`config.mk`:
```
export PLATFORM = sky130hd
export DESIGN_NAME = cpu_sdram_bridge
export DESIGN_NICKNAME = d
export VERILOG_FILES = /design/src/rtl/cpu_sdram_pkg.sv /design/src/rtl/cpu_sdram_bridge.sv
export SDC_FILE = /design/constraint.sdc
export NUM_CORES = 1
export LEC_CHECK = 0
export ABC_AREA = 1
export CORE_ASPECT_RATIO = 1.75
export CORE_MARGIN = 2
export CORE_UTILIZATION = 45
export CTS_BUF_LIST = sky130_fd_sc_hd__clkbuf_8 sky130_fd_sc_hd__clkbuf_16
export DETAILED_ROUTE_END_ITERATION = 12
export GPL_TIMING_DRIVEN = 0
export PLACE_DENSITY = 0.86
export SETUP_SLACK_MARGIN = 0.15
export SYNTH_ARGS = -nofsm -noshare
export SYNTH_HDL_FRONTEND = slang
export SYNTH_SLANG_ARGS = --single-unit
```
`constraint.sdc`:
```
create_clock -name clk -period 2.1 [get_ports clk]
set_input_delay 0.42 -clock clk [delete_from_list [all_inputs] [get_ports clk]]
set_output_delay 0.42 -clock clk [all_outputs]
set_load 0.005 [all_outputs]
```
`src/rtl/cpu_sdram_pkg.sv`:
```
// Shared definitions for the CPU-to-SDRAM half-word bridge.
package cpu_sdram_pkg;

  // Default CPU word-address width (21 bits -> 8 MB of 16-bit SDRAM).
  localparam int CPU_AW_DEFAULT = 21;

  // Half-word selector appended below the CPU word address.
  localparam logic HALF_LO = 1'b0;
  localparam logic HALF_HI = 1'b1;

  // Read beat counter values.
  localparam logic [1:0] BEAT_FIRST  = 2'd0;
  localparam logic [1:0] BEAT_SECOND = 2'd1;

  // Bridge sequencing states.
  typedef enum logic [2:0] {
    ST_IDLE    = 3'd0,
    ST_WR_LO   = 3'd1,
    ST_WR_HI   = 3'd2,
    ST_RD_LO   = 3'd3,
    ST_RD_HI   = 3'd4,
    ST_RD_WAIT = 3'd5,
    ST_RESP    = 3'd6
  } state_t;

endpackage

```
`src/rtl/cpu_sdram_bridge.sv`:
```
// Splits single-outstanding 32-bit CPU word requests into two 16-bit
// Avalon-MM transfers and reassembles read data into one 32-bit response.
module cpu_sdram_bridge
  import cpu_sdram_pkg::*;
#(
  parameter int CPU_AW = CPU_AW_DEFAULT
) (
  input  logic              clk,
  input  logic              reset_n,
  input  logic              cpu_req_valid,
  output logic              cpu_req_ready,
  input  logic              cpu_req_we,
  input  logic [CPU_AW-1:0] cpu_req_addr,
  input  logic [31:0]       cpu_req_wdata,
  input  logic [3:0]        cpu_req_be,
  output logic              cpu_resp_valid,
  output logic [31:0]       cpu_resp_rdata,
  output logic [CPU_AW:0]   avm_address,
  output logic              avm_read,
  output logic              avm_write,
  output logic [15:0]       avm_writedata,
  output logic [1:0]        avm_byteenable,
  input  logic              avm_waitrequest,
  input  logic [15:0]       avm_readdata,
  input  logic              avm_readdatavalid
);

  state_t              state_r;
  state_t              state_s;
  logic [CPU_AW-1:0]   req_addr_r;
  logic [31:0]         req_wdata_r;
  logic [3:0]          req_be_r;
  logic [1:0]          beat_cnt_r;
  logic [31:0]         rdata_r;
  logic                in_read_s;
  logic                capture_s;
  logic                last_beat_s;

  // Read beats are only honoured while a read is in progress; anything
  // else (e.g. beats still in flight from a read cut short by reset) is dropped.
  assign in_read_s   = (state_r == ST_RD_LO) || (state_r == ST_RD_HI) ||
                       (state_r == ST_RD_WAIT);
  assign capture_s   = in_read_s && avm_readdatavalid;
  assign last_beat_s = capture_s && (beat_cnt_r == BEAT_SECOND);

  // State register.
  always_ff @(posedge clk or negedge reset_n) begin
    if (!reset_n) begin
      state_r <= ST_IDLE;
    end else begin
      state_r <= state_s;
    end
  end

  // Next-state decode from the current state, latched request and Avalon handshake.
  always_comb begin
    state_s = state_r;
    case (state_r)
      ST_IDLE: begin
        if (cpu_req_valid) begin
          if (cpu_req_we) begin
            if (cpu_req_be[1:0] != 2'b00) begin
              state_s = ST_WR_LO;
            end else if (cpu_req_be[3:2] != 2'b00) begin
              state_s = ST_WR_HI;
            end else begin
              state_s = ST_RESP;
            end
          end else begin
            state_s = ST_RD_LO;
          end
        end else begin
          state_s = ST_IDLE;
        end
      end
      ST_WR_LO: begin
        if (avm_waitrequest) begin
          state_s = ST_WR_LO;
        end else if (req_be_r[3:2] != 2'b00) begin
          state_s = ST_WR_HI;
        end else begin
          state_s = ST_RESP;
        end
      end
      ST_WR_HI: begin
        if (avm_waitrequest) begin
          state_s = ST_WR_HI;
        end else begin
          state_s = ST_RESP;
        end
      end
      ST_RD_LO: begin
        if (avm_waitrequest) begin
          state_s = ST_RD_LO;
        end else begin
          state_s = ST_RD_HI;
        end
      end
      ST_RD_HI: begin
        if (last_beat_s) begin
          state_s = ST_RESP;
        end else if (avm_waitrequest) begin
          state_s = ST_RD_HI;
        end else begin
          state_s = ST_RD_WAIT;
        end
      end
      ST_RD_WAIT: begin
        if (last_beat_s) begin
          state_s = ST_RESP;
        end else begin
          state_s = ST_RD_WAIT;
        end
      end
      ST_RESP: begin
        state_s = ST_IDLE;
      end
      default: begin
        state_s = ST_IDLE;
      end
    endcase
  end

  // Output decode purely from registered state and the latched request.
  always_comb begin
    cpu_req_ready  = 1'b0;
    cpu_resp_valid = 1'b0;
    avm_address    = '0;
    avm_read       = 1'b0;
    avm_write      = 1'b0;
    avm_writedata  = 16'h0000;
    avm_byteenable = 2'b00;
    case (state_r)
      ST_IDLE: begin
        cpu_req_ready = 1'b1;
      end
      ST_WR_LO: begin
        avm_write      = 1'b1;
        avm_address    = {req_addr_r, HALF_LO};
        avm_writedata  = req_wdata_r[15:0];
        avm_byteenable = req_be_r[1:0];
      end
      ST_WR_HI: begin
        avm_write      = 1'b1;
        avm_address    = {req_addr_r, HALF_HI};
        avm_writedata  = req_wdata_r[31:16];
        avm_byteenable = req_be_r[3:2];
      end
      ST_RD_LO: begin
        avm_read       = 1'b1;
        avm_address    = {req_addr_r, HALF_LO};
        avm_byteenable = 2'b11;
      end
      ST_RD_HI: begin
        avm_read       = 1'b1;
        avm_address    = {req_addr_r, HALF_HI};
        avm_byteenable = 2'b11;
      end
      ST_RD_WAIT: begin
        cpu_resp_valid = 1'b0;
      end
      ST_RESP: begin
        cpu_resp_valid = 1'b1;
      end
      default: begin
        cpu_req_ready = 1'b0;
      end
    endcase
  end

  // Latch the request on acceptance; held for the whole transaction.
  always_ff @(posedge clk or negedge reset_n) begin
    if (!reset_n) begin
      req_addr_r  <= '0;
      req_wdata_r <= 32'h0000_0000;
      req_be_r    <= 4'h0;
    end else if ((state_r == ST_IDLE) && cpu_req_valid) begin
      req_addr_r  <= cpu_req_addr;
      req_wdata_r <= cpu_req_wdata;
      req_be_r    <= cpu_req_be;
    end else begin
      req_addr_r  <= req_addr_r;
      req_wdata_r <= req_wdata_r;
      req_be_r    <= req_be_r;
    end
  end

  // Assemble read beats into the response word; first beat is the low half.
  always_ff @(posedge clk or negedge reset_n) begin
    if (!reset_n) begin
      beat_cnt_r <= BEAT_FIRST;
      rdata_r    <= 32'h0000_0000;
    end else if (capture_s) begin
      if (beat_cnt_r == BEAT_FIRST) begin
        rdata_r[15:0] <= avm_readdata;
        beat_cnt_r    <= BEAT_SECOND;
      end else begin
        rdata_r[31:16] <= avm_readdata;
        beat_cnt_r     <= BEAT_FIRST;
      end
    end else if (state_r == ST_IDLE) begin
      beat_cnt_r <= BEAT_FIRST;
    end else begin
      beat_cnt_r <= beat_cnt_r;
    end
  end

  assign cpu_resp_rdata = rdata_r;

endmodule

```
### Word-level counts from Yosys, hierarchy flattened

Cells that the tools add are included.

* register bits after elaboration: 94
* input bits: 79
* word-level logic and storage cells: 54
* output and inout bits: 76

* reductions and logical operators: 17
* multiplexer cells: 22
* equal/unequal tests: 7
* bitwise gates (word level): 1

Operators by type and width (count)
* $pmux 22 s2: 1
* $pmux 16 s2: 1
* $mux 3: 8
* $pmux 3 s6: 1
* $eq 3x3->1 const B: 3
* $mux 2: 4
* $reduce_bool 2->1: 4
* $reduce_or 2->1: 4
* $eq 3x2->1 const B: 2
* $mux 1: 6
* $pmux 2 s3: 1
* $reduce_and 2->1: 2
* $eq 3x1->1 const B: 1
* $logic_and 1x1->1: 3
* $logic_not 3->1: 1
* $eq 2x1->1 const B: 1
* $logic_not 2->1: 1
* $logic_or 1x1->1: 2
* $not 1->1: 1

### Depth between registers and ports, before layout

Gate-level depths: netlist (run 1).

* word-level depth: 7
* depth in mapped cells: 9
* depth with buffers taken out: 7

### Worst setup path before layout (run 1)

Ideal clock, no wire load.

* path type: flip-flop to output port
* start point: register state_r[0]
* end point: output port avm_address[11]
* path slack: 0.400 ns
* buffers on the path: 2
* arrival: 1.280 ns
* stages on the path, launching flop included: 10
* path through: dfrtp_1 > buf_2 > inv_1 > nand3_2 > inv_2 > nor2_2 > inv_2 > nor2_2 > buf_2 > nor2_1

* cells in the longest elaborated chain, start to end: 3
* elaborated cells on any way between the ends: 7

Ends and longest elaborated chain
* start, declared: line cpu_sdram_bridge.sv:28 `state_t state_r;`
* start signal, assigned: line cpu_sdram_bridge.sv:51 `state_r <= state_s;`
* $eq 3x3->1, or another cell as far along: line cpu_sdram_bridge.sv:133 `case (state_r)`
* $reduce_or 2->1 (no line)
* $pmux 22 s2 (*): line cpu_sdram_bridge.sv:133
* end, declared: line cpu_sdram_bridge.sv:18 `output logic [CPU_AW:0] avm_address,`

Every way passes the cells marked *; elsewhere a longest branch is shown, timed or not.

### Worst setup path in the final report (run 1)

* start point: register state_r[2]
* end point: output port avm_address[6]

The elaborated chain is that of the path after synthesis.

==> results.py, run 1 <==
metrics = {
    "logic_synthesis": {
        "async_reset_ff_frac": 1.00,
        "ys_warn_count": 0,
        "ys_types": 23,
        "synth_area_per_cell_um2": 8.53,
        "synth_top_area_frac": 0.555,
        "ys_seq_elements": 93,
        "yosysMostFrequentCell": "nand2_1",
        "synth_common_cells": "149 x nand2_1, 93 x dfrtp_1, 50 x nor2_1",
        "synth_edf_count": 0,
        "synth_top_area_cell": "dfrtp_1",
        "syn_area_um2": 4200,
        "yosysSeqAreaShare": 0.555,
        "synth_area_leaders": "dfrtp_1 55%, nand2_1 13%, nand4_1 5.1%, nand3_1 4.5%, nor2_1 4.5%",
        "syn-instance-count": 492,
        "synth_ff_type": "dfrtp_1",
        "synth_fp_nets": 571,
    },
    "floorplanning": {
        "coreArea_um2": 9090,
        "num_rows": 46,
        "io_pins": 155,
        "die_w_um": 77,
        "initial_core_util": 0.461,
        "dieArea_um2": 10100,
        "die_y_um": 132,
    },
    "cells_and_area": {
        "nets": 786,
        "areaGrowthSynthToFinish_pct": 68.1,
        "antenna_cells": 0,
        "seq_area_um2": 2330,
        "drive_gt1_frac": 0.310,
        "num-fill-cells": 594,
        "multiInputGateArea_um2": 1880,
    },
    "global_routing": {
        "grt_pass1_vias": 4460,
        "grt_max_degree": 52,
        "gr-usage-all-layers": 0.265,
        "overflow": 0,
        "grt_pass1_wl_mm": 21.4,
        "antenna_found_initial": 0,
    },
    "sta": {
        "setup_viol": 36,
        "period_needed_ps": 2250,
        "maxSlewHeadroom": 0.610,
        "hold_viol": 0,
        "worst_slack_ps": -147,
        "whs_ps": 61.2,
        "fin_crit_sh": 1.07,
        "fmax_ghz": 0.445,
        "grt_setup_unrepaired": "true",
        "drv_slew": 0,
        "worstMarginPinSlew_ps": 584,
        "skew_ps": 7.29,
    },
    "cts": {
        "clk_latency_ps": 350,
        "cts_tree": "yes",
        "cts_sinks": 93,
        "cts.path.max_buffers": 2,
        "clk_pin_slew_ps": 70,
        "holdBufCountCts": 0,
        "cts_made_buffers": 9,
        "htreeDepth": 3,
        "cts-root-buf": "clkbuf_16",
    },
    "power": {
        "swShare": 0.393,
        "power_density_nw_per_um2": 1580,
        "p_int_mw": 6.75,
        "peakVddDrop_mv": 0.942,
        "p_switching_mw": 4.36,
        "leakagePower_nw": 3.54,
        "p_clk_frac": 0.160,
        "pwr-share-comb": 0.553,
        "p_total_mw": 11.1,
        "p_seq_frac": 0.287,
    },
    "worst_setup_path": {
        "crit_type": "flip-flop to primary output",
        "cp.required_ps": 1680,
        "crit_path_max_fanout": 5,
        "arrival_ps": 1830,
        "crit_path_start_kind": "flip-flop",
        "r2r_slack_ps": 100,
        "worst_setup_path_end_kind": "primary output",
    },
    "placed_design": {
        "place_congestion": 0.815,
        "io_buffers": 152,
        "hpwl_mm": 9.06,
    },
    "routing": {
        "final_antenna_net_count": 0,
        "drt-total-wl_mm": 15.1,
        "routedWlPerCell_um": 18.2,
        "drcViolationCount": 0,
        "vias": 4546,
        "viasPerCell": 5.46,
        "first_pass_iters": 5,
        "first_iter_violations": 318,
    },
    "worst_hold_path": {
        "hold_path.class": "primary input to asynchronous set/reset pin",
    },
    "status": {
        "violations": "setup timing",
        "status": "finished, violations left",
    },
    "run": {
        "maxCapViolations": 0,
    },
}
## path summary, 6_finish.rpt
| check | startpoint | endpoint | cells after the start |
|---|---|---|---|
| min in group clk | cpu_resp_rdata[7] | cpu_resp_rdata[7] | 2 |
| worst min-delay path | reset_n | req_addr_r[1] | 1 |
| worst max register to register | state_r[0] | req_addr_r[14] | 11 |
| worst min register to register | cpu_resp_rdata[7] | cpu_resp_rdata[7] | 2 |
| max in group asynchronous | reset_n | state_r[2] | 2 |
| worst max-delay path | state_r[2] | avm_address[6] | 9 |
## layer usage
layer / GRT usage / wire length (um) / vias to the layer above
li1: - / - / 2039
met1: 0.284 / 5400 / 2229
met2: 0.484 / 8420 / 234
met3: 0.0466 / 795 / 44
met4: 0.144 / 502 / 0
met5: 0 / 0 / -
## sequential cells by signal, indices dropped and copies added, names as in the netlist
signal / count
beat_cnt_r: 1
req_be_r: 4
req_addr_r: 21
req_wdata_r: 32
state_r: 3
cpu_resp_rdata: 32
## worst max-delay path: stages (launching register included)
cell	delay, ps
dfrtp_2	450
inv_4	80
nand2_2	80
nor2_4	210
inv_2	100
nand2_4	90
nor2_4	70
buf_6	130
nor2_1	120
buf_2	150
## timing repair
action / CTS / global route
gates resized for setup: 243 / 114
pin swaps: 19 / 7
endpoints found under the setup margin: 44 / 91
setup buffers: 28 / 15
gates cloned: 3 / 5
## stage by stage
stage / setup slack, ps / cells / setup TNS [ps] / cell area [um2] / util
final: -147 / 832 / -2960 / 7050 / 0.776
after CTS: -80.1 / 812 / -1420 / 6500 / 0.715
after global placement: -2630 / 764 / -251500 / 5870 / 0.645
after global routing: -192 / 832 / -4780 / 7050 / 0.776
after floorplan: 400 / 492 / 0 / 4200 / -
after detailed placement: -399 / 765 / -8910 / 5890 / 0.648
## cells in the final DEF (no fill, tap or decap), types with 16 or more instances in the layout
cell type	count
a21oi_1	22
buf_2	43
clkdlybuf4s50_1	107
nand4_1	34
nand2_1	107
a22o_1	16
buf_4	22
nand3_1	36
buf_6	34
nor2_1	27
inv_1	28
dfrtp_1	91
nand2_2	29
## power by group through the flow
stage / clock network (mW) / logic [mW] / registers [mW]
after floorplan: 0 / 2.19 / 2.99
after global placement: 0 / 4.51 / 3.03
after detailed placement: 0 / 4.66 / 3.07
after CTS: 1.77 / 5.17 / 3.07
after global routing: 1.87 / 6.57 / 3.26
final: 1.77 / 6.15 / 3.19
## kinds of logic after synthesis
family	Yosys count	synth area share
simple gates	283	0.300
flops	93	0.555
buf+inv	70	0.0760
compound gates	46	0.0698
## final cells by class
class,instances,share of cell area
clock buffer,9,0.0319
tap,120,0.0213
buffer,33,0.0410
timing repair buffer,204,0.273
clock inverter,7,0.0140
multi-input combinational,329,0.267
sequential,93,0.330
inverter,37,0.0215
Power figures use the tool's default switching activity.
==> run 2: changes to the inputs <==
--- a/config.mk
+++ b/config.mk
@@ -6,6 +6,7 @@
 export NUM_CORES = 1
 export LEC_CHECK = 0
 export ABC_AREA = 1
+export CAP_MARGIN = 25
 export CORE_ASPECT_RATIO = 1.75
 export CORE_MARGIN = 2
 export CORE_UTILIZATION = 45
==> results.py, run 2 (synthesis gave the netlist of run 1 again) <==
metrics = {
    "status": {
        "status": "finished, violations left",
        "violations": "setup timing",
    },
    "sta": {
        "maxSlewHeadroom": 0.610,
        "hold_viol": 0,
        "worst_slack_ps": -147,
        "fmax_ghz": 0.445,
        "drv_slew": 0,
        "grt_setup_unrepaired": "true",
        "fin_crit_sh": 1.07,
        "worstMarginPinSlew_ps": 584,
        "period_needed_ps": 2250,
        "skew_ps": 7.29,
        "setup_viol": 36,
        "tns_ps": -2960,
    },
    "cts": {
        "cts-root-buf": "clkbuf_16",
        "htreeDepth": 3,
        "cts.path.max_buffers": 2,
        "holdBufCountCts": 0,
        "clk_pin_slew_ps": 70,
        "cts_tree": "yes",
        "clk_latency_ps": 350,
        "cts_sinks": 93,
        "cts_made_buffers": 9,
    },
    "power": {
        "peakVddDrop_mv": 0.942,
        "swShare": 0.393,
        "p_seq_frac": 0.287,
        "p_clk_frac": 0.160,
        "p_int_mw": 6.75,
        "p_switching_mw": 4.36,
        "power_density_nw_per_um2": 1580,
        "leakagePower_nw": 3.54,
        "pwr-share-comb": 0.553,
    },
    "run": {
        "maxCapViolations": 0,
    },
    "routing": {
        "first_iter_violations": 318,
        "routedWlPerCell_um": 18.2,
        "vias": 4546,
        "first_pass_iters": 5,
        "viasPerCell": 5.46,
        "drcViolationCount": 0,
        "drt-total-wl_mm": 15.1,
        "final_antenna_net_count": 0,
    },
    "placed_design": {
        "dp.cells": 765,
        "hpwl_mm": 9.06,
        "place_congestion": 0.815,
        "io_buffers": 152,
    },
    "floorplanning": {
        "dieArea_um2": 10100,
        "io_pins": 155,
        "die_y_um": 132,
        "coreArea_um2": 9090,
        "num_rows": 46,
        "die_w_um": 77,
        "initial_core_util": 0.461,
    },
    "cells_and_area": {
        "multiInputGateArea_um2": 1880,
        "mostFrequentLayoutCells": "107 x nand2_1, 107 x clkdlybuf4s50_1, 91 x dfrtp_1",
        "fin_cells": 832,
        "areaGrowthSynthToFinish_pct": 68.1,
        "drive_gt1_frac": 0.310,
        "nets": 786,
        "seq_area_um2": 2330,
        "antenna_cells": 0,
        "utilization": 0.776,
        "num-fill-cells": 594,
    },
    "worst_hold_path": {
        "hold_path.class": "primary input to asynchronous set/reset pin",
    },
    "worst_setup_path": {
        "crit_path_start_kind": "flip-flop",
        "cp.required_ps": 1680,
        "worst_setup_path_end_kind": "primary output",
        "arrival_ps": 1830,
        "crit_type": "flip-flop to primary output",
        "crit_path_max_fanout": 5,
    },
    "global_routing": {
        "antenna_found_initial": 0,
        "overflow": 0,
        "grt_pass1_vias": 4460,
        "grt_max_degree": 52,
        "gr-usage-all-layers": 0.265,
        "grt_pass1_wl_mm": 21.4,
    },
}
run 2: cell counts in the layout (fill, tap and decap cells not counted):
Identical to the previous run, type by type.
run 2: final cells by class:
type                            instances  area share
Buffer                                 33      0.0410
Clock buffer                            9      0.0319
Clock inverter                          7      0.0140
Inverter                               37      0.0215
Multi-Input combinational cell        329       0.267
Sequential cell                        93       0.330
Tap cell                              120      0.0213
Timing Repair Buffer                  204       0.273
run 2: what timing repair did:
item                                    in CTS  in global routing
gates resized for setup                    243                114
gates cloned                                 3                  5
pin swaps                                   19                  7
setup buffers                               28                 15
endpoints found under the setup margin      44                 91
run 2: worst paths after layout:
path,start,to,slack [ps],cells after the start
max,state_r[2],avm_address[6],-150,9
min,reset_n,req_addr_r[1],60,1
max reg2reg,state_r[0],req_addr_r[14],100,11
min reg2reg,cpu_resp_rdata[7],cpu_resp_rdata[7],470,2
max in group asynchronous,reset_n,state_r[2],1400,2
min in group clk,cpu_resp_rdata[7],cpu_resp_rdata[7],470,2
run 2: per-stage QoR:
| stage | power, mW | area (um2) | worst slack, ps | hold slack (ps) |
|---|---|---|---|---|
| 2_1_floorplan | 5.18 | 4200 | 400 | 124 |
| 3_3_place_gp | 7.53 | 5870 | -2630 | 453 |
| 3_5_place_dp | 7.72 | 5890 | -399 | 449 |
| 4_1_cts | 10.0 | 6500 | -80.1 | 76.9 |
| 5_1_grt | 11.7 | 7050 | -192 | 98.5 |
| 6_report | 11.1 | 7050 | -147 | 61.2 |
run 2: metal layers:
layer  track usage  part of all wire  vias up
li1              -                 -     2039
met1         0.284              0.36     2229
met2         0.484              0.56      234
met3        0.0466             0.053       44
met4         0.144             0.033        0
met5             0                 0        -
run 2: critical path: stages (launching register included):
cell and delay (ps):
dfrtp_2 450, inv_4 80, nand2_2 80, nor2_4 210, inv_2 100, nand2_4 90
nor2_4 70, buf_6 130, nor2_1 120, buf_2 150
run 2: power by group through the flow:
stage / Clock, mW / Sequential [mW] / Combinational (mW)
2_1_floorplan: 0 / 2.99 / 2.19
3_3_place_gp: 0 / 3.03 / 4.51
3_5_place_dp: 0 / 3.07 / 4.66
4_1_cts: 1.77 / 3.07 / 5.17
5_1_grt: 1.87 / 3.26 / 6.57
6_report: 1.77 / 3.19 / 6.15
==> run 3: changes to the inputs <==
--- a/config.mk
+++ b/config.mk
@@ -9,11 +9,11 @@
 export CAP_MARGIN = 25
 export CORE_ASPECT_RATIO = 1.75
 export CORE_MARGIN = 2
-export CORE_UTILIZATION = 45
+export CORE_UTILIZATION = 40
 export CTS_BUF_LIST = sky130_fd_sc_hd__clkbuf_8 sky130_fd_sc_hd__clkbuf_16
 export DETAILED_ROUTE_END_ITERATION = 12
 export GPL_TIMING_DRIVEN = 0
-export PLACE_DENSITY = 0.86
+export PLACE_DENSITY = 0.78
 export SETUP_SLACK_MARGIN = 0.15
 export SYNTH_ARGS = -nofsm -noshare
 export SYNTH_HDL_FRONTEND = slang
==> results.py, run 3 (synthesis gave the netlist of run 1 again) <==
metrics = {
    "sta": {
        "worstMarginPinSlew_ps": 571,
        "period_needed_ps": 2230,
        "fmax_ghz": 0.449,
        "setup_viol": 37,
        "skew_ps": 6.03,
        "maxSlewHeadroom": 0.619,
        "drv_slew": 0,
        "hold_viol": 0,
        "tns_ps": -2780,
        "fin_crit_sh": 1.06,
        "grt_setup_unrepaired": "true",
        "worst_slack_ps": -129,
    },
    "floorplanning": {
        "num_rows": 49,
        "coreArea_um2": 10200,
        "initial_core_util": 0.410,
        "die_y_um": 139,
        "io_pins": 155,
        "dieArea_um2": 11400,
        "die_w_um": 81.4,
    },
    "cells_and_area": {
        "mostFrequentLayoutCells": "144 x nand2_1, 107 x clkdlybuf4s50_1, 91 x dfrtp_1",
        "num-fill-cells": 817,
        "layout_commonest_cell": "nand2_1",
        "antenna_cells": 0,
        "final_area_um2": 6770,
        "drive_gt1_frac": 0.261,
        "areaGrowthSynthToFinish_pct": 61.3,
        "nets": 778,
    },
    "routing": {
        "viasPerCell": 5.09,
        "vias": 4228,
        "first_iter_violations": 202,
        "first_pass_iters": 5,
        "drt-total-wl_mm": 13.2,
        "drcViolationCount": 0,
        "final_antenna_net_count": 0,
        "routedWlPerCell_um": 15.9,
    },
    "power": {
        "p_clk_frac": 0.167,
        "p_int_mw": 6.54,
        "swShare": 0.378,
        "pwr-share-comb": 0.541,
        "peakVddDrop_mv": 0.788,
        "leakagePower_nw": 3.42,
        "p_seq_frac": 0.292,
        "power_density_nw_per_um2": 1560,
        "p_switching_mw": 3.99,
        "p_total_mw": 10.5,
    },
    "global_routing": {
        "overflow": 0,
        "gr-usage-all-layers": 0.232,
        "grt_pass1_vias": 4181,
        "grt_pass1_wl_mm": 20.4,
        "antenna_found_initial": 0,
        "grt_max_degree": 52,
    },
    "run": {
        "maxCapViolations": 0,
    },
    "worst_setup_path": {
        "worst_setup_path_end_kind": "primary output",
        "crit_type": "flip-flop to primary output",
        "arrival_ps": 1810,
        "reg2reg_from": "state_r[0]",
        "startpoint": "state_r[0]",
        "crit_path_start_kind": "flip-flop",
        "crit_path_max_fanout": 5,
        "cp.required_ps": 1680,
    },
    "cts": {
        "clk_pin_slew_ps": 60,
        "htreeDepth": 3,
        "cts_sinks": 93,
        "clk_latency_ps": 340,
        "cts_tree": "yes",
        "holdBufCountCts": 0,
        "cts_made_buffers": 9,
        "cts.path.max_buffers": 2,
        "cts-root-buf": "clkbuf_16",
    },
    "worst_hold_path": {
        "hold_path.class": "primary input to asynchronous set/reset pin",
    },
    "status": {
        "status": "finished, violations left",
        "violations": "setup timing",
    },
    "placed_design": {
        "io_buffers": 152,
        "dpl_worst_slack_ps": -387,
        "place_congestion": 0.824,
        "hpwl_mm": 9.02,
        "placed_cell_area_um2": 5900,
    },
}
run 3: cell count changes in the layout (fill, tap and decap cells not counted), sizes merged:
cell	before	now
clkbuf	27	24
clkinv	1	4
dlygate4sd2	1	0
buf	111	108
clkinvlp	4	1
inv	37	36
run 3: timing repair:
action,CTS,global route
setup buffers,31,8
endpoints found under the setup margin,44,85
pin swaps,21,18
resized for setup,243,66
cloned,3,1
run 3: metrics by stage:
step                hold WS, ps  utilization  std cells
floorplan                   124            -        492
global placement            456        0.574        771
detailed placement          449        0.576        772
CTS                        87.1        0.637        822
global route                118        0.661        831
finish                     78.4        0.661        831
run 3: worst max-delay path, cell delays in order (launching register included):
cell and delay, ps:
dfrtp_1 370, buf_6 140, buf_12 120, nor2_4 240, buf_6 160, buf_6 110
buf_6 90, a22o_1 140, buf_2 110
run 3: worst paths after layout:
kind | endpoint | slack [ps] | cells past startpoint
worst max-delay path | avm_writedata[14] | -130 | 8
worst min-delay path | req_addr_r[3] | 80 | 1
worst max register to register | req_be_r[2] | 130 | 11
worst min register to register | cpu_resp_rdata[28] | 470 | 2
max in group asynchronous | state_r[1] | 1370 | 2
min in group clk | cpu_resp_rdata[28] | 470 | 2
run 3: layer usage:
layer | global-route usage | vias to the layer above | wire (um)
li1 | - | 2018 | -
met4 | 0.0776 | 0 | 333
met3 | 0.0389 | 27 | 635
met2 | 0.417 | 166 | 7400
met5 | 0 | - | 0
met1 | 0.270 | 2017 | 4840
run 3: layout make-up:
cell class / instances / area (um2) / area share
sequential: 93 / 2330 / 0.344
multi-input combinational: 329 / 1750 / 0.259
buffer: 33 / 260 / 0.0384
clock buffer: 10 / 239 / 0.0353
timing repair buffer: 196 / 1780 / 0.264
inverter: 37 / 156 / 0.0231
tap: 127 / 159 / 0.0235
clock inverter: 6 / 86.3 / 0.0128
run 3: power by group through the flow:
stage                     logic (mW)  registers [mW]  clock network [mW]
after floorplan                 2.19            2.99                   0
after global placement          4.53            3.03                   0
after detailed placement        4.65            3.05                   0
after CTS                       5.17            3.05                1.79
after global routing            6.20            3.15                1.87
final                           5.70            3.07                1.76
